`config.mk`:
```
export PLATFORM = sky130hd
export DESIGN_NAME = bpred_resolve
export DESIGN_NICKNAME = d
export VERILOG_FILES = /design/src/rtl/bpred_pkg.sv /design/src/rtl/bres_fifo.sv /design/src/rtl/bpred_resolve.sv
export SDC_FILE = /design/constraint.sdc
export NUM_CORES = 1
export LEC_CHECK = 0
export ABC_AREA = 1
export CORE_UTILIZATION = 55
export DETAILED_ROUTE_END_ITERATION = 7
export PLACE_DENSITY = 0.82
export REMOVE_ABC_BUFFERS = 1
export SYNTH_ARGS = -nofsm -noshare
export SYNTH_HDL_FRONTEND = slang
export SYNTH_SLANG_ARGS = --single-unit
```
`constraint.sdc`:
```
create_clock -name clk -period 9.9 [get_ports clk]
set_input_delay 1.98 -clock clk [delete_from_list [all_inputs] [get_ports clk]]
set_output_delay 1.98 -clock clk [all_outputs]
set_load 0.01 [all_outputs]
```
`src/rtl/bpred_pkg.sv`:
```
// Shared types for the branch resolution stage: queue entry layout and FSM states.
package bpred_pkg;

    localparam int unsigned BP_GHR_SIZE = 12;

    typedef struct packed {
        logic [31:0]            PC;
        logic                   p_dir;
        logic [31:0]            p_target;
        logic [BP_GHR_SIZE-1:0] ghr;
        logic                   isCall;
        logic                   isRet;
    } bres_entry_t;

    typedef enum logic {
        RUN     = 1'b0,
        RECOVER = 1'b1
    } bres_state_e;

endpackage

```
`src/rtl/bres_fifo.sv`:
```
// In-order queue of in-flight branch predictions with async reset and single-cycle flush.
module bres_fifo
    import bpred_pkg::*;
#(
    parameter int unsigned DEPTH = 8
) (
    input  logic                     clk,
    input  logic                     rst,
    input  logic                     push,
    input  logic                     pop,
    input  logic                     flush,
    input  bres_entry_t              din,
    output bres_entry_t              dout,
    output logic                     full,
    output logic                     empty,
    output logic [$clog2(DEPTH):0]   count
);

    localparam int unsigned AW = $clog2(DEPTH);

    bres_entry_t     mem_q [DEPTH];
    logic [AW-1:0]   head_q, head_d;
    logic [AW-1:0]   tail_q, tail_d;
    logic [AW:0]     count_q, count_d;
    logic            do_push;
    logic            do_pop;

    assign full  = (count_q == (AW+1)'(DEPTH));
    assign empty = (count_q == '0);
    assign count = count_q;
    assign dout  = mem_q[head_q];

    // A pop in the same cycle frees the head slot, so a full queue can still take a push.
    assign do_pop  = pop & ~empty & ~flush;
    assign do_push = push & (~full | do_pop) & ~flush;

    always_comb begin
        head_d  = head_q;
        tail_d  = tail_q;
        count_d = count_q;
        if (flush) begin
            head_d  = '0;
            tail_d  = '0;
            count_d = '0;
        end else begin
            if (do_push) tail_d = tail_q + AW'(1);
            if (do_pop)  head_d = head_q + AW'(1);
            count_d = count_q + (AW+1)'(do_push) - (AW+1)'(do_pop);
        end
    end

    always_ff @(posedge clk or posedge rst) begin
        if (rst) begin
            head_q  <= '0;
            tail_q  <= '0;
            count_q <= '0;
        end else begin
            head_q  <= head_d;
            tail_q  <= tail_d;
            count_q <= count_d;
        end
    end

    always_ff @(posedge clk) begin
        if (do_push) mem_q[tail_q] <= din;
    end

endmodule

```
`src/rtl/bpred_resolve.sv`:
```
// Branch resolution: compares execute outcomes with queued predictions and drives predictor
// update/recovery. Optional saturating statistics counters under `BRES_STATS_EN.
module bpred_resolve
    import bpred_pkg::*;
#(
    parameter int unsigned DEPTH    = 8,
    parameter int unsigned GHR_SIZE = BP_GHR_SIZE
) (
    input  logic                clk,
    input  logic                reset,
    input  logic                fetch_push,
    input  logic [31:0]         fetch_PC,
    input  logic                fetch_p_dir,
    input  logic [31:0]         fetch_p_target,
    input  logic [GHR_SIZE-1:0] fetch_ghr,
    input  logic                fetch_isCall,
    input  logic                fetch_isRet,
    output logic                bres_full,
    input  logic                exe_resolve,
    input  logic                exe_dir,
    input  logic [31:0]         exe_target,
    output logic                execute_bpredictor_update,
    output logic [31:0]         execute_bpredictor_PC4,
    output logic [31:0]         execute_bpredictor_target,
    output logic                execute_bpredictor_dir,
    output logic                execute_bpredictor_miss,
    output logic                execute_missPred,
    output logic                execute_isCall,
    output logic                execute_c_r_after_r,
    output logic [GHR_SIZE-1:0] recover_ghr,
    output logic                bres_err
`ifdef BRES_STATS_EN
    ,
    output logic [31:0]         stat_branches,
    output logic [31:0]         stat_miss,
    output logic [31:0]         stat_missPred
`endif
);

    bres_state_e          state_q, state_d;
    bres_entry_t          fetch_entry, head;
    logic                 q_empty;
    logic [$clog2(DEPTH):0] q_count;
    logic                 resolve_ok, miss, miss_pred, flush;

    logic                 update_q, update_d, miss_q, miss_d, missp_q, missp_d;
    logic                 is_call_q, is_call_d, crr_q, crr_d, dir_q, dir_d;
    logic                 last_was_ret_q, last_was_ret_d, err_q, err_d;
    logic [31:0]          pc4_q, pc4_d, target_q, target_d;
    logic [GHR_SIZE-1:0]  ghr_q, ghr_d;

    assign fetch_entry = '{PC: fetch_PC, p_dir: fetch_p_dir, p_target: fetch_p_target,
                           ghr: fetch_ghr, isCall: fetch_isCall, isRet: fetch_isRet};

    assign resolve_ok = exe_resolve & ~q_empty & (state_q == RUN);
    assign miss       = exe_dir != head.p_dir;
    assign miss_pred  = miss | (exe_dir & (exe_target != head.p_target));
    assign flush      = resolve_ok & miss_pred;

    bres_fifo #(.DEPTH(DEPTH)) u_fifo (
        .clk   (clk),
        .rst   (reset),
        .push  (fetch_push & (state_q == RUN)),
        .pop   (resolve_ok),
        .flush (flush),
        .din   (fetch_entry),
        .dout  (head),
        .full  (bres_full),
        .empty (q_empty),
        .count (q_count)
    );

    always_comb begin
        state_d        = RUN;
        update_d       = resolve_ok;
        miss_d         = resolve_ok & miss;
        missp_d        = resolve_ok & miss_pred;
        is_call_d      = resolve_ok & head.isCall;
        crr_d          = resolve_ok & (head.isCall | head.isRet) & last_was_ret_q;
        pc4_d          = pc4_q;
        target_d       = target_q;
        dir_d          = dir_q;
        ghr_d          = ghr_q;
        last_was_ret_d = last_was_ret_q;
        err_d          = err_q | (exe_resolve & ~resolve_ok);
        if (state_q == RUN && flush) state_d = RECOVER;
        if (resolve_ok) begin
            pc4_d          = head.PC + 32'd4;
            target_d       = exe_target;
            dir_d          = exe_dir;
            ghr_d          = {exe_dir, head.ghr[GHR_SIZE-1:1]};
            last_was_ret_d = head.isRet;
        end
    end

    always_ff @(posedge clk or posedge reset) begin
        if (reset) begin
            state_q        <= RUN;
            update_q       <= 1'b0;
            miss_q         <= 1'b0;
            missp_q        <= 1'b0;
            is_call_q      <= 1'b0;
            crr_q          <= 1'b0;
            pc4_q          <= '0;
            target_q       <= '0;
            dir_q          <= 1'b0;
            ghr_q          <= '0;
            last_was_ret_q <= 1'b0;
            err_q          <= 1'b0;
        end else begin
            state_q        <= state_d;
            update_q       <= update_d;
            miss_q         <= miss_d;
            missp_q        <= missp_d;
            is_call_q      <= is_call_d;
            crr_q          <= crr_d;
            pc4_q          <= pc4_d;
            target_q       <= target_d;
            dir_q          <= dir_d;
            ghr_q          <= ghr_d;
            last_was_ret_q <= last_was_ret_d;
            err_q          <= err_d;
        end
    end

    assign execute_bpredictor_update = update_q;
    assign execute_bpredictor_PC4    = pc4_q;
    assign execute_bpredictor_target = target_q;
    assign execute_bpredictor_dir    = dir_q;
    assign execute_bpredictor_miss   = miss_q;
    assign execute_missPred          = missp_q;
    assign execute_isCall            = is_call_q;
    assign execute_c_r_after_r       = crr_q;
    assign recover_ghr               = ghr_q;
    assign bres_err                  = err_q;

`ifdef BRES_STATS_EN
    logic [31:0] st_br_q, st_br_d, st_miss_q, st_miss_d, st_mp_q, st_mp_d;

    always_comb begin
        st_br_d   = st_br_q;
        st_miss_d = st_miss_q;
        st_mp_d   = st_mp_q;
        if (resolve_ok && st_br_q != '1)               st_br_d   = st_br_q + 32'd1;
        if (resolve_ok && miss && st_miss_q != '1)     st_miss_d = st_miss_q + 32'd1;
        if (resolve_ok && miss_pred && st_mp_q != '1)  st_mp_d   = st_mp_q + 32'd1;
    end

    always_ff @(posedge clk or posedge reset) begin
        if (reset) begin
            st_br_q   <= '0;
            st_miss_q <= '0;
            st_mp_q   <= '0;
        end else begin
            st_br_q   <= st_br_d;
            st_miss_q <= st_miss_d;
            st_mp_q   <= st_mp_d;
        end
    end

    assign stat_branches = st_br_q;
    assign stat_miss     = st_miss_q;
    assign stat_missPred = st_mp_q;
`endif

endmodule

```
-- Yosys cells after proc, flatten, opt, wreduce, memory -nomap -nowiden
Memory sizes are Yosys's and may differ from the RTL's.
Index checks and enable logic that the tools add are counted.
W data, S select, Z words.
- register bits: 95
- bits in writable memories: 632
- input port bits: 116
- output and inout bits: 84
- logic and storage cells: 59
- memories: 1
- memories (name ; words ; width ; rd ports ; clocked after Yosys merged registers in ; write ports ; line ; RTL):
    u_fifo.mem_q ; 8 ; 79 ; 1 ; 0 ; 1 ; bres_fifo.sv:21 ; bres_entry_t mem_q [DEPTH];
- add/sub/neg operators: 5
- eq/ne operators: 3
- multiplexer cells: 8
- bitwise operators: 23
- reduce and logical (&&, ||, !) cells: 4
- operators with widths (operator ; count):
    $add A32 B3 Y32 const B ; 1
    $ne A32 B32 Y1 ; 1
    $and A1 B1 Y1 ; 14
    $mux W3 ; 4
    $add A3 B1 Y3 const B ; 2
    $not A1 Y1 ; 5
    $add A4 B1 Y4 ; 1
    $eq A4 B4 Y1 const B ; 1
    $logic_not A4 Y1 ; 1
    $mux W4 ; 1
    $or A1 B1 Y1 ; 4
    $reduce_bool A2 Y1 ; 2
    $sub A4 B1 Y4 ; 1
    $mux W1 ; 3
    $logic_and A1 B1 Y1 ; 1
    $ne A1 B1 Y1 ; 1

-- Longest topological paths before layout
Gate-level depths: netlist of run 1.
- depth after elaboration: 13
- depth in mapped cells: 26
- depth with buffers taken out: 24

-- Modules after synthesis
A second synthesis of run 1 with hierarchy kept.
- cells, all modules: 2485
- area total of the unflattened synthesis: 29321.9 µm²
- modules (own cells, without submodules) (module ; instances ; cells an instance ; area an instance (µm²) ; sequential area each (µm²)):
    bres_fifo ; 1 ; 1871 ; 24897.6 ; 19228.4
    bpred_resolve ; 1 ; 614 ; 4424.2 ; 2102.0

-- Worst setup path before layout of run 1
No wires, ideal clock.
- kind: input -> register
- from: in exe_target[4]
- to: mem u_fifo.mem_q[1][0] in the netlist's numbering (enable)
- setup time: 452 ps
- arrival time: 4987 ps
- required time: 9448 ps
- path slack: 4460 ps
- cell stages on the path: 13
- path buffers: 0
- cell sequence: inv_1 nand3_1 nand2_1 nand3_1 nor2_1 nand2_1 nor2_1 nand3_1 nand2_4 nand2_4 nand2_4 nand3_4 nor2_2
- word-level cells in the longest chain between the ends: 11
- ends and longest elaborated chain (item ; line ; RTL):
    start, declared ; bpred_resolve.sv:21 ; input logic [31:0] exe_target,
    $ne A32 B32 Y1 (*) ; bpred_resolve.sv:57 ; assign miss_pred = miss | (exe_dir & (exe_target != head.p_target));
    $and A1 B1 Y1 (*) ; bpred_resolve.sv:57 ;
    $or A1 B1 Y1 (*) ; bpred_resolve.sv:57 ;
    $and A1 B1 Y1 (*) ; bpred_resolve.sv:58 ; assign flush = resolve_ok & miss_pred;
    $not A1 Y1 (*) ; bres_fifo.sv:34, bres_fifo.sv:35 ;
    $and A1 B1 Y1 ; bres_fifo.sv:34 ; assign do_pop = pop & ~empty & ~flush;
    $or A1 B1 Y1 ; bres_fifo.sv:35 ; assign do_push = push & (~full | do_pop) & ~flush;
    $and A1 B1 Y1 ; bres_fifo.sv:35 ;
    $and A1 B1 Y1 (*) ; bres_fifo.sv:35 ;
    $mux W1 (*) ; bres_fifo.sv:65 ; if (do_push) mem_q[tail_q] <= din;
    $mux W1 (implied by the code) (*) ; bres_fifo.sv:65 ;
    end, declared ; bres_fifo.sv:21 ;
Every way passes the cells marked *; elsewhere a longest branch is shown, timed or not.

-- Worst setup path after layout of run 1
- from: reg u_fifo.head_q[1]
- to: mem u_fifo.mem_q[5][46] in the netlist's numbering (enable)
- word-level cells in the longest chain between the ends: 12
- elaborated cells between the ends (all ways): 13
- those cells by class: 2 x eq/ne; 2 x mux; 8 x bitwise; 1 x memory
- ends and longest elaborated chain (item ; line ; RTL):
    start, declared ; bres_fifo.sv:22 ; logic [AW-1:0] head_q, head_d;
    start signal, assigned ; bres_fifo.sv:54 ; head_q <= '0;
    start signal, assigned ; bres_fifo.sv:58 ; head_q <= head_d;
    $mem_v2 Z8 W79 (*) ; -- ;
    $ne A32 B32 Y1 ; bpred_resolve.sv:57 ;
    $and A1 B1 Y1 ; bpred_resolve.sv:57 ;
    $or A1 B1 Y1 (*) ; bpred_resolve.sv:57 ;
    $and A1 B1 Y1 (*) ; bpred_resolve.sv:58 ;
    $not A1 Y1 (*) ; bres_fifo.sv:34, bres_fifo.sv:35 ;
    $and A1 B1 Y1 ; bres_fifo.sv:34 ;
    $or A1 B1 Y1 ; bres_fifo.sv:35 ;
    $and A1 B1 Y1 ; bres_fifo.sv:35 ;
    $and A1 B1 Y1 (*) ; bres_fifo.sv:35 ;
    $mux W1 (*) ; bres_fifo.sv:65 ;
    $mux W1 (implied by the code) (*) ; bres_fifo.sv:65 ;
Marks and branches as above.

==> impl_results.rst, run 1 <==
.. list-table::
   :header-rows: 1

   * - Metric
     - Value
   * - Shortest period the worst path allows
     - 6.01 ns
   * - Capture instance of the worst register-to-register path
     - u_fifo.mem_q[5][46]
   * - Tightest slew margin relative to the limit
     - 0.235
   * - Post-synthesis cell area
     - 29800 um2
   * - Count of cells resized by post-cts repair
     - 0
   * - Die outline area
     - 55000 um2
   * - Synthesized area per cell
     - 11.6 um2
   * - Sequential fraction of design power
     - 0.398
   * - Crit Path Class
     - reg2reg
   * - Count of input and output buffers
     - 198
   * - Number of rows created at floorplan
     - 84
   * - Top cell type's share of synthesized area
     - 0.630
   * - GP Congestion
     - between 0.9 and 1
   * - Share of layout cells above drive strength 1
     - 0.0641
   * - Routed length per instance
     - between 20 and 25 um
   * - Final Hold Viols
     - 0
   * - Initial Util
     - 0.562
   * - Total gr overflow
     - 0
   * - Number of buffers added for setup after CTS
     - 0
   * - Number of hold buffers added after cts
     - 0
   * - Clock power frac
     - 0.273
   * - Sequential-to-total area share from yosys stat
     - 0.709
   * - Highest layer used for signal routing
     - met5
   * - CTS tree
     - yes
   * - Synthesis-stage register bit count
     - 718
   * - Placed Cells incl. Taps
     - 3345
   * - Nets@finish
     - 2858
   * - Worst endpoint required time
     - 10.14 ns
   * - Worst Hold Depth
     - 1
   * - P per Cell Area
     - 288 nW/um2
   * - Violation count after the first detailed-route iteration
     - 2189
   * - Instance area after placement
     - ~32000 um2
   * - Total Wirelength
     - 71200 um
   * - Antenna violation net count after detailed routing
     - 0
   * - Final design instance area without fill
     - 34400 um2
   * - Fin crit share
     - 0.607
   * - Vias in the first global route
     - 20200
   * - Depth of the most critical reg-to-reg path
     - 16
   * - Status
     - finished clean
   * - Critical path peak fanout
     - 72
   * - Number of H-tree branching levels
     - 3
   * - Number of vias in the routed layout
     - between 20000 and 25000
   * - Master cell of the clock root buffer
     - sky130_fd_sc_hd__clkbuf_16
   * - Area inside the core boundary
     - 53000 um2
   * - Switching power
     - 3.55 mW
   * - Ports
     - 200
   * - Gate Count Post-Synth
     - around 2600
   * - Number of violations of the max-capacitance limit
     - 0
   * - Post-Route Setup TNS
     - 0 ns
   * - Startpoint of the most critical setup path
     - u_fifo.head_q[1]
   * - Number of antenna violations at the first check in global routing
     - 9
   * - Part of the total power dissipated in combinational logic
     - 0.329
   * - Worst skew pair latency
     - 0.62 ns
   * - Kind of start point of the critical path
     - flop
   * - Internal portion of total power
     - between 6 and 7 mW
   * - Drc violations
     - 0
   * - Chip width
     - roughly 230 um
   * - Metal3 WL
     - 5750 um
   * - Half-perimeter wire length after placement
     - 39200 um
   * - Worst-case clock skew
     - 0.0273 ns
   * - Top cells by area in the synthesized netlist
     - sky130_fd_sc_hd__edfxtp_1, sky130_fd_sc_hd__dfrtp_1, sky130_fd_sc_hd__nand2_1
   * - WP data arrival
     - 6.25 ns
   * - Peak VDD IR
     - 253 uV
   * - Global-route wire length before repair
     - 110000 um
   * - Max Buffers Root-to-Sink
     - 3
   * - Element type at the critical path end
     - flop
   * - Pins over their slew limit
     - 0
   * - Detailed-route vias per instance
     - 5.79
   * - Layout area overhead
     - 15.7%
   * - Final setup viols
     - 0
   * - Finished Layout Cells
     - 3484
   * - Detailed Routing Iterations Pass 1
     - 6
   * - Static Leakage
     - 12.9 nW
   * - R2R Path Start
     - u_fifo.head_q[1]
   * - RSZ-0062 raised after global routing
     - no
   * - Worst-margin pin slew
     - between 1 and 1.5 ns
   * - Sum of routed wire segments on met1
     - 28200 um
   * - Capturing element of the worst setup path
     - u_fifo.mem_q[5][46]
   * - Number of clock sinks
     - 718
   * - Die Y
     - 235 um
   * - HP Class
     - reg2reg
   * - Distinct cells, synth
     - 45
   * - Reg-to-reg slack, setup
     - 3.89 ns
   * - Detailed-routed wire length on met2
     - 34800 um
   * - Core Util, Final
     - 0.650
   * - Largest net degree at the start of global routing
     - 198
   * - Global router's overall resource usage
     - 0.259
   * - Maximum clock rate
     - 166 MHz
   * - Switching part of the total power
     - 0.358
   * - Syn. warnings
     - 0
   * - Total power draw
     - 9.92 mW
   * - Number of buffers inserted during clock tree synthesis
     - 73
   * - Synth area leader
     - sky130_fd_sc_hd__edfxtp_1
   * - Clock-pin slew on the worst setup and hold paths
     - approximately 0.06 ns
## stage by stage
| stage | setup slack, ns | hold slack, ns |
|---|---|---|
| after floorplan | -1.27 | 0.467 |
| after global placement | 3.87 | 0.444 |
| after detailed placement | 3.84 | 0.447 |
| after CTS | 3.91 | 0.461 |
| after global routing | 3.55 | 0.476 |
| final | 3.89 | 0.463 |
## area by class of cell
type                       count  area, um2
multi-input combinational   1539       7220
tap                          688        861
clock buffer                 101       2010
clock inverter                35        343
sequential                   718      21100
inverter                     174        667
antenna                        3       7.51
timing repair buffer         226       2200
fill                        3763      18600
## cell families (layout without fill, tap and decap cells)
| family | Yosys count | count (layout) | synth area share |
|---|---|---|---|
| adders and majority gates | 10 | 10 | 0.00446 |
| DFF | 718 | 718 | 0.709 |
| and+or+nand+nor | 1117 | 1117 | 0.155 |
| other | 0 | 3 | 0 |
| xor gates and xnor gates | 24 | 24 | 0.00706 |
| AOI/OAI and AO/OA | 388 | 388 | 0.0745 |
| buffers and inverters | 313 | 536 | 0.0504 |
## worst min path at each step
stage / from / endpoint / slack, ns
2_1_floorplan: last_was_ret_q / execute_c_r_after_r / 0.47
3_3_place_gp: bres_err / bres_err / 0.44
3_5_place_dp: bres_err / bres_err / 0.45
4_1_cts: bres_err / bres_err / 0.46
5_1_grt: bres_err / bres_err / 0.48
6_report: bres_err / bres_err / 0.46
## state kept, by name (all words and copies together), names as in the netlist, 3 cells and up
register                   count
recover_ghr                   11
execute_bpredictor_PC4        32
u_fifo.mem_q                 624
execute_bpredictor_target     32
u_fifo.count                   4
u_fifo.head_q                  3
u_fifo.tail_q                  3
## per-layer routing
| layer | global-route usage | up-vias |
|---|---|---|
| li1 | - | 9238 |
| met1 | 0.338 | 9764 |
| met2 | 0.427 | 986 |
| met3 | 0.0455 | 170 |
| met4 | 0.116 | 12 |
| met5 | 0 | - |
## Yosys cell counts (all sizes together)
master	instances
nand3b	1
clkbuf	50
nor3b	1
edfxtp	624
nor2	317
inv	173
a21o	1
o22ai	47
a31oi	5
xor2	19
fa	1
nand3	200
nand2	576
buf	89
clkinv	1
o211ai	17
dfrtp	94
o221ai	31
and2	1
a32o	2
xnor2	5
ha	9
a21oi	8
and3	1
and3b	1
nor3	8
nand4	9
or2	2
o21ai	277
## power groups by stage
stage / Combinational, mW / Clock [mW] / Sequential [mW]
4_1_cts: 3.25 / 2.74 / 3.95
6_report: 3.26 / 2.71 / 3.95
3_3_place_gp: 3.08 / 0 / 3.99
3_5_place_dp: 3.21 / 0 / 4.00
2_1_floorplan: 1.92 / 0 / 4.16
5_1_grt: 3.61 / 2.86 / 3.98
## cell usage in the layout (no fill, tap or decap), types with 52 or more instances in the layout
| cell type | instances |
|---|---|
| sky130_fd_sc_hd__dfrtp_1 | 91 |
| sky130_fd_sc_hd__o21ai_0 | 216 |
| sky130_fd_sc_hd__clkbuf_16 | 74 |
| sky130_fd_sc_hd__nand3_1 | 198 |
| sky130_fd_sc_hd__inv_1 | 166 |
| sky130_fd_sc_hd__nand2_1 | 569 |
| sky130_fd_sc_hd__clkdlybuf4s50_1 | 198 |
| sky130_fd_sc_hd__o21ai_1 | 52 |
| sky130_fd_sc_hd__nor2_1 | 302 |
| sky130_fd_sc_hd__edfxtp_1 | 624 |
## worst max-delay path: stages, from the launching register on
cell and delay, ns:
sky130_fd_sc_hd__dfrtp_4 0.84, sky130_fd_sc_hd__buf_4 0.62, sky130_fd_sc_hd__buf_4 0.75, sky130_fd_sc_hd__o21ai_0 0.21, sky130_fd_sc_hd__o211ai_1 0.26, sky130_fd_sc_hd__nand3_1 0.09
sky130_fd_sc_hd__nand2_1 0.09, sky130_fd_sc_hd__nand3_1 0.17, sky130_fd_sc_hd__nor2_1 0.19, sky130_fd_sc_hd__nand3_1 0.18, sky130_fd_sc_hd__nand2_4 0.18, sky130_fd_sc_hd__nand2_4 0.08
sky130_fd_sc_hd__nand2_4 0.12, sky130_fd_sc_hd__nand3_4 0.22, sky130_fd_sc_hd__nor2_4 0.24, sky130_fd_sc_hd__buf_4 0.55, sky130_fd_sc_hd__buf_4 0.67
(Power assumes the default switching activity.)
==> run 2: changes to the inputs <==
==> constraint.sdc (replaced) <==
create_clock -name clk -period 5.8 [get_ports clk]
set_input_delay 1.16 -clock clk [delete_from_list [all_inputs] [get_ports clk]]
set_output_delay 1.16 -clock clk [all_outputs]
set_load 0.01 [all_outputs]
==> run 2 against run 1 <==
Against the previous run:
- setup slack worse by 3.1 ns
- global-route usage is 0.34 points higher
- clock power is 61% higher
- clock skew is 0.0085 ns lower
- critical path type unchanged
- critical endpoint is now u_fifo.mem_q[2][58]
- largest cell class unchanged
- largest power group unchanged
- highest routed layer unchanged
==> impl_results.rst, run 2 (synthesis gave the netlist of run 1 again) <==
.. list-table::
   :header-rows: 1

   * - Metric
     - Value
   * - Status
     - finished clean (unchanged)
   * - Count of input and output buffers
     - 198 (unchanged)
   * - Half-perimeter wire length after placement
     - 40800 um (was 39200 um)
   * - Master cell of the clock root buffer
     - sky130_fd_sc_hd__clkbuf_16 (unchanged)
   * - Max Buffers Root-to-Sink
     - 3 (unchanged)
   * - Shortest period the worst path allows
     - 4.99 ns (was 6.01 ns)
   * - Number of clock sinks
     - 718 (unchanged)
   * - Most common cell on crit path
     - sky130_fd_sc_hd__nand2_1 (was sky130_fd_sc_hd__buf_4)
   * - Tightest slew margin relative to the limit
     - 0.368 (was 0.235)
   * - Layout area overhead
     - 15.9% (was 15.7%)
   * - Share of layout cells above drive strength 1
     - 0.0649 (was 0.0641)
   * - CTS tree
     - yes (unchanged)
   * - Logic depth of the worst path, buffers included
     - 16 (unchanged)
   * - Violation count after the first detailed-route iteration
     - 2234 (was 2189)
   * - Critical path's top delay family
     - simple AND/OR/NAND/NOR gates (was buffers and inverters)
   * - Final design instance area without fill
     - 34500 um2 (was 34400 um2)
   * - Vias in the first global route
     - 20400 (was 20200)
   * - Depth of the most critical reg-to-reg path
     - 16 (unchanged)
   * - Antenna violation net count after detailed routing
     - 0 (unchanged)
   * - Number of hold buffers added after cts
     - 0 (unchanged)
   * - Leading cell type in the layout, fill and taps excluded
     - sky130_fd_sc_hd__edfxtp_1 (unchanged)
   * - Kind of start point of the critical path
     - flop (unchanged)
   * - Finished Layout Cells
     - 3487 (was 3484)
   * - Die outline area
     - 55000 um2 (unchanged)
   * - Nets@finish
     - 2864 (was 2858)
   * - Drc violations
     - 0 (unchanged)
   * - Total gr overflow
     - 0 (unchanged)
   * - Pins over their slew limit
     - 0 (unchanged)
   * - Number of buffers inserted during clock tree synthesis
     - 72 (was 73)
   * - Chip width
     - 235 um (unchanged)
   * - P per Cell Area
     - 487 nW/um2 (was 288 nW/um2)
   * - Worst skew pair latency
     - 0.59 ns (was 0.62 ns)
   * - Maximum clock rate
     - 201 MHz (was 166 MHz)
   * - Total Wirelength
     - 72700 um (was 71200 um)
   * - Number of buffers added for setup after CTS
     - 0 (unchanged)
   * - Number of rows created at floorplan
     - 84 (unchanged)
   * - RSZ-0062 raised after global routing
     - no (unchanged)
   * - Most frequent cells in the layout
     - sky130_fd_sc_hd__edfxtp_1, sky130_fd_sc_hd__nand2_1, sky130_fd_sc_hd__nor2_1 (unchanged)
   * - Area inside the core boundary
     - 53000 um2 (unchanged)
   * - Global-route wire length before repair
     - 112000 um (was 110000 um)
   * - WP data arrival
     - 5.28 ns (was 6.25 ns)
   * - Final setup viols
     - 0 (unchanged)
   * - Crit Path Class
     - reg2reg (unchanged)
   * - Total power draw
     - 16.8 mW (was 9.92 mW)
   * - HP Class
     - reg2reg (unchanged)
   * - GP Congestion
     - 0.894 (was 0.912)
   * - Worst-margin pin slew
     - 0.945 ns (was 1.15 ns)
   * - Static Leakage
     - 12.9 nW (about the same)
   * - Startpoint of the most critical setup path
     - u_fifo.head_q[2] (was u_fifo.head_q[1])
   * - Fin crit share
     - 0.860 (was 0.607)
   * - Initial Util
     - 0.562 (unchanged)
   * - Critical path peak fanout
     - 66 (was 72)
   * - Slack of the critical path
     - 0.813 ns (was 3.89 ns)
   * - Ports
     - 200 (unchanged)
   * - Slowest library cell on the worst path
     - sky130_fd_sc_hd__nor2_4 (was sky130_fd_sc_hd__dfrtp_4)
   * - Detailed Routing Iterations Pass 1
     - 6 (unchanged)
   * - Largest net degree at the start of global routing
     - 161 (was 198)
   * - Setup WS pre-CTS
     - 0.931 ns (was 3.84 ns)
   * - Number of H-tree branching levels
     - 3 (unchanged)
   * - Count of cells resized by post-cts repair
     - 0 (unchanged)
   * - Detailed-route vias per instance
     - 5.85 (was 5.79)
   * - Bufs and invs on worst path
     - 2 (was 4)
   * - Global router's overall resource usage
     - 0.262 (was 0.259)
   * - Core Util, Final
     - 0.651 (was 0.650)
   * - Number of violations of the max-capacitance limit
     - 0 (unchanged)
   * - Clock-pin slew on the worst setup and hold paths
     - 0.06 ns (about the same)
   * - Number of flip-flops under the largest register name
     - 624 (unchanged)
   * - Worst Hold Depth
     - 2 (was 1)
   * - Element type at the critical path end
     - flop (unchanged)
   * - Series of cell instances along the critical path
     - buf_4 > nand3_1 > nand2_1 > nand2_1 > nand2_1 > nand3_1 > nor2_1 > nand2_1 > nor2_1 > nand3_1 > nand2_4 > nand2_4 > nand2_4 > nand3_4 > nor2_4 > buf_12 (was buf_4 > buf_4 > o21ai_0 > o211ai_1 > nand3_1 > nand2_1 > nand3_1 > nor2_1 > nand3_1 > nand2_4 > nand2_4 > nand2_4 > nand3_4 > nor2_4 > buf_4 > buf_4)
   * - Peak VDD IR
     - 564 uV (was 253 uV)
   * - Die Y
     - 235 um (unchanged)
   * - Instance area after placement
     - 32300 um2 (was 32100 um2)
   * - Top reg by flops
     - u_fifo.mem_q (unchanged)
   * - Routed length per instance
     - 20.8 um (was 20.4 um)
   * - Placed Cells incl. Taps
     - 3352 (was 3345)
   * - Worst hold path startpoint
     - execute_bpredictor_target[15] (was bres_err)
   * - Number of antenna violations at the first check in global routing
     - 10 (was 9)
   * - R2R Path Start
     - u_fifo.head_q[2] (was u_fifo.head_q[1])
   * - Number of vias in the routed layout
     - 20400 (was 20200)
   * - Worst endpoint required time
     - 6.09 ns (was 10.14 ns)
   * - Worst-case clock skew
     - 0.0188 ns (was 0.0273 ns)
   * - Final Hold Viols
     - 0 (unchanged)
   * - Largest incremental delay on the critical path
     - 0.80 ns (was 0.84 ns)
[run 2: where the power goes]
group | total (mW) | internal, mW | switching, mW
Sequential | 6.65 | 6.35 | 0.303
Clock | 4.37 | 2.48 | 1.89
Combinational | 5.78 | 1.92 | 3.86
[run 2: area by class of cell]
class / count / area (um2)
Antenna cell: 8 / 20.0
Tap cell: 688 / 861
Clock buffer: 91 / 1920
Inverter: 174 / 667
Multi-Input combinational cell: 1539 / 7220
Timing Repair Buffer: 233 / 2440
Fill cell: 3762 / 18500
Sequential cell: 718 / 21100
Clock inverter: 36 / 249
[run 2: per-layer routing]
| layer | share of wire | global-route usage | routed length (um) | up-vias |
|---|---|---|---|---|
| met5 | 0.0012 | 0 | 89 | - |
| met4 | 0.033 | 0.109 | 2420 | 12 |
| met3 | 0.082 | 0.0510 | 5930 | 183 |
| met2 | 0.50 | 0.448 | 36700 | 1007 |
| met1 | 0.38 | 0.329 | 27500 | 9954 |
| li1 | - | - | - | 9247 |
[run 2: worst min-delay path, delay by kind of cell, from the launching register on]
| family | cells | cell delay (ns) |
|---|---|---|
| flops | 1 | 0.34 |
| simple gates | 2 | 0.10 |
[run 2: final timing paths]
kind	endpoint	slack, ns
max in group asynchronous	execute_bpredictor_PC4[2]	3.51
max	u_fifo.mem_q[2][58]	0.81
min reg2reg	execute_bpredictor_target[15]	0.48
min in group asynchronous	recover_ghr[2]	1.03
max reg2reg	u_fifo.mem_q[2][58]	0.81
min	execute_bpredictor_target[15]	0.48
[run 2: through the flow]
stage / hold WS (ns) / TNS, ns
after floorplan: 0.467 / -3514.89
after global placement: 0.441 / 0
after detailed placement: 0.465 / 0
after CTS: 0.479 / 0
after global routing: 0.500 / 0
final: 0.479 / 0
==> run 3: changes to the inputs <==
--- a/config.mk
+++ b/config.mk
@@ -5,9 +5,9 @@
 export SDC_FILE = /design/constraint.sdc
 export NUM_CORES = 1
 export LEC_CHECK = 0
-export ABC_AREA = 1
 export CORE_UTILIZATION = 55
 export DETAILED_ROUTE_END_ITERATION = 7
+export HOLD_SLACK_MARGIN = 0.05
 export PLACE_DENSITY = 0.82
 export REMOVE_ABC_BUFFERS = 1
 export SYNTH_ARGS = -nofsm -noshare
==> run 3 against run 2 <==
Against the previous run:
- area after synthesis fell by 5.4%
- first-iteration DRC count is 47% lower
- synthesized cell count fell by 43%
- utilization grew 1.2 points
- clock power grew 7.6%
- critical endpoint is now u_fifo.count[2]
- sequential power rose by 3%
- register-to-register slack gained 0.12 ns
==> impl_results.rst, run 3 <==
.. list-table::
   :header-rows: 1

   * - Metric
     - Value
   * - Half-perimeter wire length after placement
     - 33600 um (was 40800 um)
   * - Worst-case clock skew
     - 0.0255 ns (was 0.0188 ns)
   * - Initial Util
     - 0.559 (was 0.562)
   * - Top cell type's share of synthesized area
     - 0.665 (was 0.630)
   * - Largest incremental delay on the critical path
     - 0.84 ns (was 0.80 ns)
   * - Top reg by flops
     - u_fifo.mem_q (unchanged)
   * - Tightest slew margin relative to the limit
     - 0.271 (was 0.368)
   * - Detailed Routing Iterations Pass 1
     - 5 (was 6)
   * - Most common flop cell mapped by yosys
     - sky130_fd_sc_hd__edfxtp_1 (unchanged)
   * - Number of buffers added for setup after CTS
     - 0 (unchanged)
   * - Global-route wire length before repair
     - 92200 um (was 112000 um)
   * - Vias in the first global route
     - 15400 (was 20400)
   * - Sum of routed wire segments on met1
     - 23800 um (was 27500 um)
   * - Number of vias in the routed layout
     - 14500 (was 20400)
   * - Worst skew pair latency
     - 0.60 ns (was 0.59 ns)
   * - Area taken by flip-flops and latches
     - 21100 um2 (unchanged)
   * - Number of buffers inserted during clock tree synthesis
     - 71 (was 72)
   * - Final Hold Viols
     - 0 (unchanged)
   * - Number of synthesized flops with an enable pin
     - 624 (unchanged)
   * - Count of cells resized by post-cts repair
     - 0 (unchanged)
   * - Max Buffers Root-to-Sink
     - 3 (unchanged)
   * - Area occupied by multi-input gates
     - 6670 um2 (was 7220 um2)
   * - Total gr overflow
     - 0 (unchanged)
   * - Area inside the core boundary
     - 50400 um2 (was 53000 um2)
   * - Global router's overall resource usage
     - 0.237 (was 0.262)
   * - P per Cell Area
     - 463 nW/um2 (was 487 nW/um2)
   * - Synthesis-stage register bit count
     - 718 (unchanged)
   * - Die Y
     - 228 um (was 235 um)
   * - CTS tree
     - yes (unchanged)
   * - Nets@finish
     - 1833 (was 2864)
   * - Number of violations of the max-capacitance limit
     - 0 (unchanged)
   * - Highest layer used for signal routing
     - met5 (unchanged)
   * - WP data arrival
     - 5.29 ns (was 5.28 ns)
   * - Leading cell type in the layout, fill and taps excluded
     - sky130_fd_sc_hd__edfxtp_1 (unchanged)
   * - Antenna violation net count after detailed routing
     - 0 (unchanged)
   * - Layout area overhead
     - 18.6% (was 15.9%)
   * - Setup WS pre-CTS
     - 0.920 ns (was 0.931 ns)
   * - Gate Count Post-Synth
     - 1475 (was 2570)
   * - Most common cell on crit path
     - sky130_fd_sc_hd__nor2_1 (was sky130_fd_sc_hd__nand2_1)
   * - Synthesized area per cell
     - 19.1 um2 (was 11.6 um2)
   * - Drc violations
     - 0 (unchanged)
   * - Number of rows created at floorplan
     - 82 (was 84)
   * - Slack of the critical path
     - 0.936 ns (was 0.813 ns)
   * - Crit Path Class
     - reg2reg (unchanged)
   * - Peak VDD IR
     - 337 uV (was 564 uV)
   * - Count of input and output buffers
     - 198 (unchanged)
   * - Number of H-tree branching levels
     - 3 (unchanged)
   * - Violation count after the first detailed-route iteration
     - 1189 (was 2234)
   * - Pins over their slew limit
     - 0 (unchanged)
   * - Slowest library cell on the worst path
     - sky130_fd_sc_hd__dfrtp_4 (was sky130_fd_sc_hd__nor2_4)
   * - Ports
     - 200 (unchanged)
   * - Distinct cells, synth
     - 52 (was 45)
   * - Number of flip-flops under the largest register name
     - 624 (unchanged)
   * - Proportion of synthesized flip-flops having asynchronous set or reset
     - 0.131 (unchanged)
   * - Most frequent cells after synthesis
     - sky130_fd_sc_hd__edfxtp_1, sky130_fd_sc_hd__nand2_1, sky130_fd_sc_hd__mux4_2, sky130_fd_sc_hd__dfrtp_1, sky130_fd_sc_hd__mux2i_1 (was sky130_fd_sc_hd__edfxtp_1, sky130_fd_sc_hd__nand2_1, sky130_fd_sc_hd__nor2_1, sky130_fd_sc_hd__o21ai_0, sky130_fd_sc_hd__nand3_1)
   * - Kind of start point of the critical path
     - flop (unchanged)
   * - Post-synthesis cell area
     - 28200 um2 (was 29800 um2)
   * - Detailed-route vias per instance
     - 5.95 (was 5.85)
   * - Sequential-to-total area share from yosys stat
     - 0.749 (was 0.709)
   * - Fillcell total
     - 3151 (was 3762)
   * - Clock-pin slew on the worst setup and hold paths
     - 0.06 ns (about the same)
   * - Total Wirelength
     - 60200 um (was 72700 um)
   * - Detailed-routed wire length on met2
     - 30700 um (was 36700 um)
   * - Largest net degree at the start of global routing
     - 67 (was 161)
   * - Worst-margin pin slew
     - 1.09 ns (was 0.945 ns)
   * - Final setup viols
     - 0 (unchanged)
   * - Chip width
     - 228 um (was 235 um)
   * - Series of cell instances along the critical path
     - buf_12 > mux4_2 > mux2i_1 > xor2_1 > and3_1 > nand4_1 > nor4_4 > nor3_4 > nor2_1 > ha_1 > fa_1 > xnor2_1 > nor2_1 (was buf_4 > nand3_1 > nand2_1 > nand2_1 > nand2_1 > nand3_1 > nor2_1 > nand2_1 > nor2_1 > nand3_1 > nand2_4 > nand2_4 > nand2_4 > nand3_4 > nor2_4 > buf_12)
   * - Number of antenna violations at the first check in global routing
     - 6 (was 10)
   * - RSZ-0062 raised after global routing
     - no (unchanged)
   * - Count leader, synth
     - sky130_fd_sc_hd__edfxtp_1 (unchanged)
   * - GP Congestion
     - 0.765 (was 0.894)
   * - Die outline area
     - 52100 um2 (was 55000 um2)
   * - Share of layout cells above drive strength 1
     - 0.167 (was 0.0649)
   * - Element type at the critical path end
     - flop (unchanged)
   * - Master cell of the clock root buffer
     - sky130_fd_sc_hd__clkbuf_16 (unchanged)
   * - Number of clock sinks
     - 718 (unchanged)
   * - Top cells by area in the synthesized netlist
     - sky130_fd_sc_hd__edfxtp_1, sky130_fd_sc_hd__mux4_2, sky130_fd_sc_hd__dfrtp_1 (was sky130_fd_sc_hd__edfxtp_1, sky130_fd_sc_hd__dfrtp_1, sky130_fd_sc_hd__nand2_1)
   * - Synth area leader
     - sky130_fd_sc_hd__edfxtp_1 (unchanged)
   * - Placed Cells incl. Taps
     - 2306 (was 3352)
   * - Most frequent cells in the layout
     - sky130_fd_sc_hd__edfxtp_1, sky130_fd_sc_hd__clkdlybuf4s50_1, sky130_fd_sc_hd__nand2_1 (was sky130_fd_sc_hd__edfxtp_1, sky130_fd_sc_hd__nand2_1, sky130_fd_sc_hd__nor2_1)
   * - Number of hold buffers added after cts
     - 0 (unchanged)
   * - Shortest period the worst path allows
     - 4.86 ns (was 4.99 ns)
   * - Worst endpoint required time
     - 6.22 ns (was 6.09 ns)
   * - Fin crit share
     - 0.839 (was 0.860)
   * - Finished Layout Cells
     - 2440 (was 3487)
   * - Static Leakage
     - 11.4 nW (was 12.9 nW)
   * - Routed length per instance
     - 24.7 um (was 20.8 um)
   * - Metal3 WL
     - 4500 um (was 5930 um)
   * - Maximum clock rate
     - 206 MHz (was 201 MHz)
   * - HP Class
     - reg2reg (unchanged)
   * - Critical path peak fanout
     - 65 (was 66)
   * - Hold Worst Slack
     - 0.459 ns (was 0.479 ns)
   * - Status
     - finished clean (unchanged)
   * - Syn. warnings
     - 0 (unchanged)
run 3: cell count changes in the layout (fill, tap and decap cells not counted), moves of 29 or more:
cell	change
sky130_fd_sc_hd__o21ai_1	-49
sky130_fd_sc_hd__xnor2_1	+29
sky130_fd_sc_hd__o221ai_1	-31
sky130_fd_sc_hd__mux2i_1	+81
sky130_fd_sc_hd__mux4_2	+127
sky130_fd_sc_hd__o22ai_1	-47
sky130_fd_sc_hd__nand2_1	-391
sky130_fd_sc_hd__o21ai_0	-191
sky130_fd_sc_hd__nor2_1	-265
sky130_fd_sc_hd__nand3_1	-180
sky130_fd_sc_hd__inv_1	-157
run 3: final cells by class:
cell class,instances,share of cell area
Multi-Input combinational cell,675,0.200
Clock inverter,34,0.0120
Clock buffer,98,0.0606
Tap cell,672,0.0252
Sequential cell,718,0.632
Antenna cell,2,0.000150
Timing Repair Buffer,229,0.0693
Inverter,12,0.00142
run 3: where the power goes:
group          total, mW  internal, mW  switching, mW
Sequential          6.82          6.41          0.411
Combinational       3.95          1.87           2.08
Clock               4.70          2.81           1.89
Total               15.5          11.1           4.38
run 3: cell families after synthesis:
group | count (synthesis) | synth area share
flops | 718 | 0.749
simple gates | 298 | 0.0491
mux | 226 | 0.144
compound gates | 89 | 0.0198
buf+inv | 82 | 0.0168
xor+xnor | 52 | 0.0162
fa+ha+maj | 10 | 0.00471
run 3: critical path, delay by kind of cell, from the launching register on:
kind | cells | cell delay (ns)
multiplexers | 2 | 0.82
AND/OR/NAND/NOR | 6 | 1.51
buffers and inverters | 1 | 0.48
adder cells (fa/ha/maj) | 2 | 0.66
XOR/XNOR | 2 | 0.27
flip-flops | 1 | 0.84
run 3: per-layer routing:
layer,global-route usage,vias up
met5,0,-
met4,0.0784,10
met3,0.0468,100
met2,0.393,607
met1,0.317,7510
li1,-,6287
run 3: worst paths after layout:
| kind | from | endpoint | slack, ns | cells after the start |
|---|---|---|---|---|
| setup / recovery | u_fifo.head_q[0] | u_fifo.count[2] | 0.94 | 13 |
| hold reg to reg | bres_err | bres_err | 0.46 | 1 |
| min in group asynchronous | reset | execute_bpredictor_target[12] | 1.04 | 3 |
| max in group asynchronous | reset | u_fifo.head_q[1] | 3.89 | 3 |
| setup reg to reg | u_fifo.head_q[0] | u_fifo.count[2] | 0.94 | 13 |
| hold / removal | bres_err | bres_err | 0.46 | 1 |
run 3: metrics by stage:
step | cell area [um2] | total power [mW] | TNS (ns) | util
after floorplan | 27700 | 9.53 | -5003.64 | -
after global placement | 31000 | 10.7 | 0 | 0.615
after detailed placement | 31000 | 10.9 | 0 | 0.615
after CTS | 33400 | 15.6 | 0 | 0.663
after global routing | 33400 | 16.1 | 0 | 0.663
final | 33400 | 15.5 | 0 | 0.663
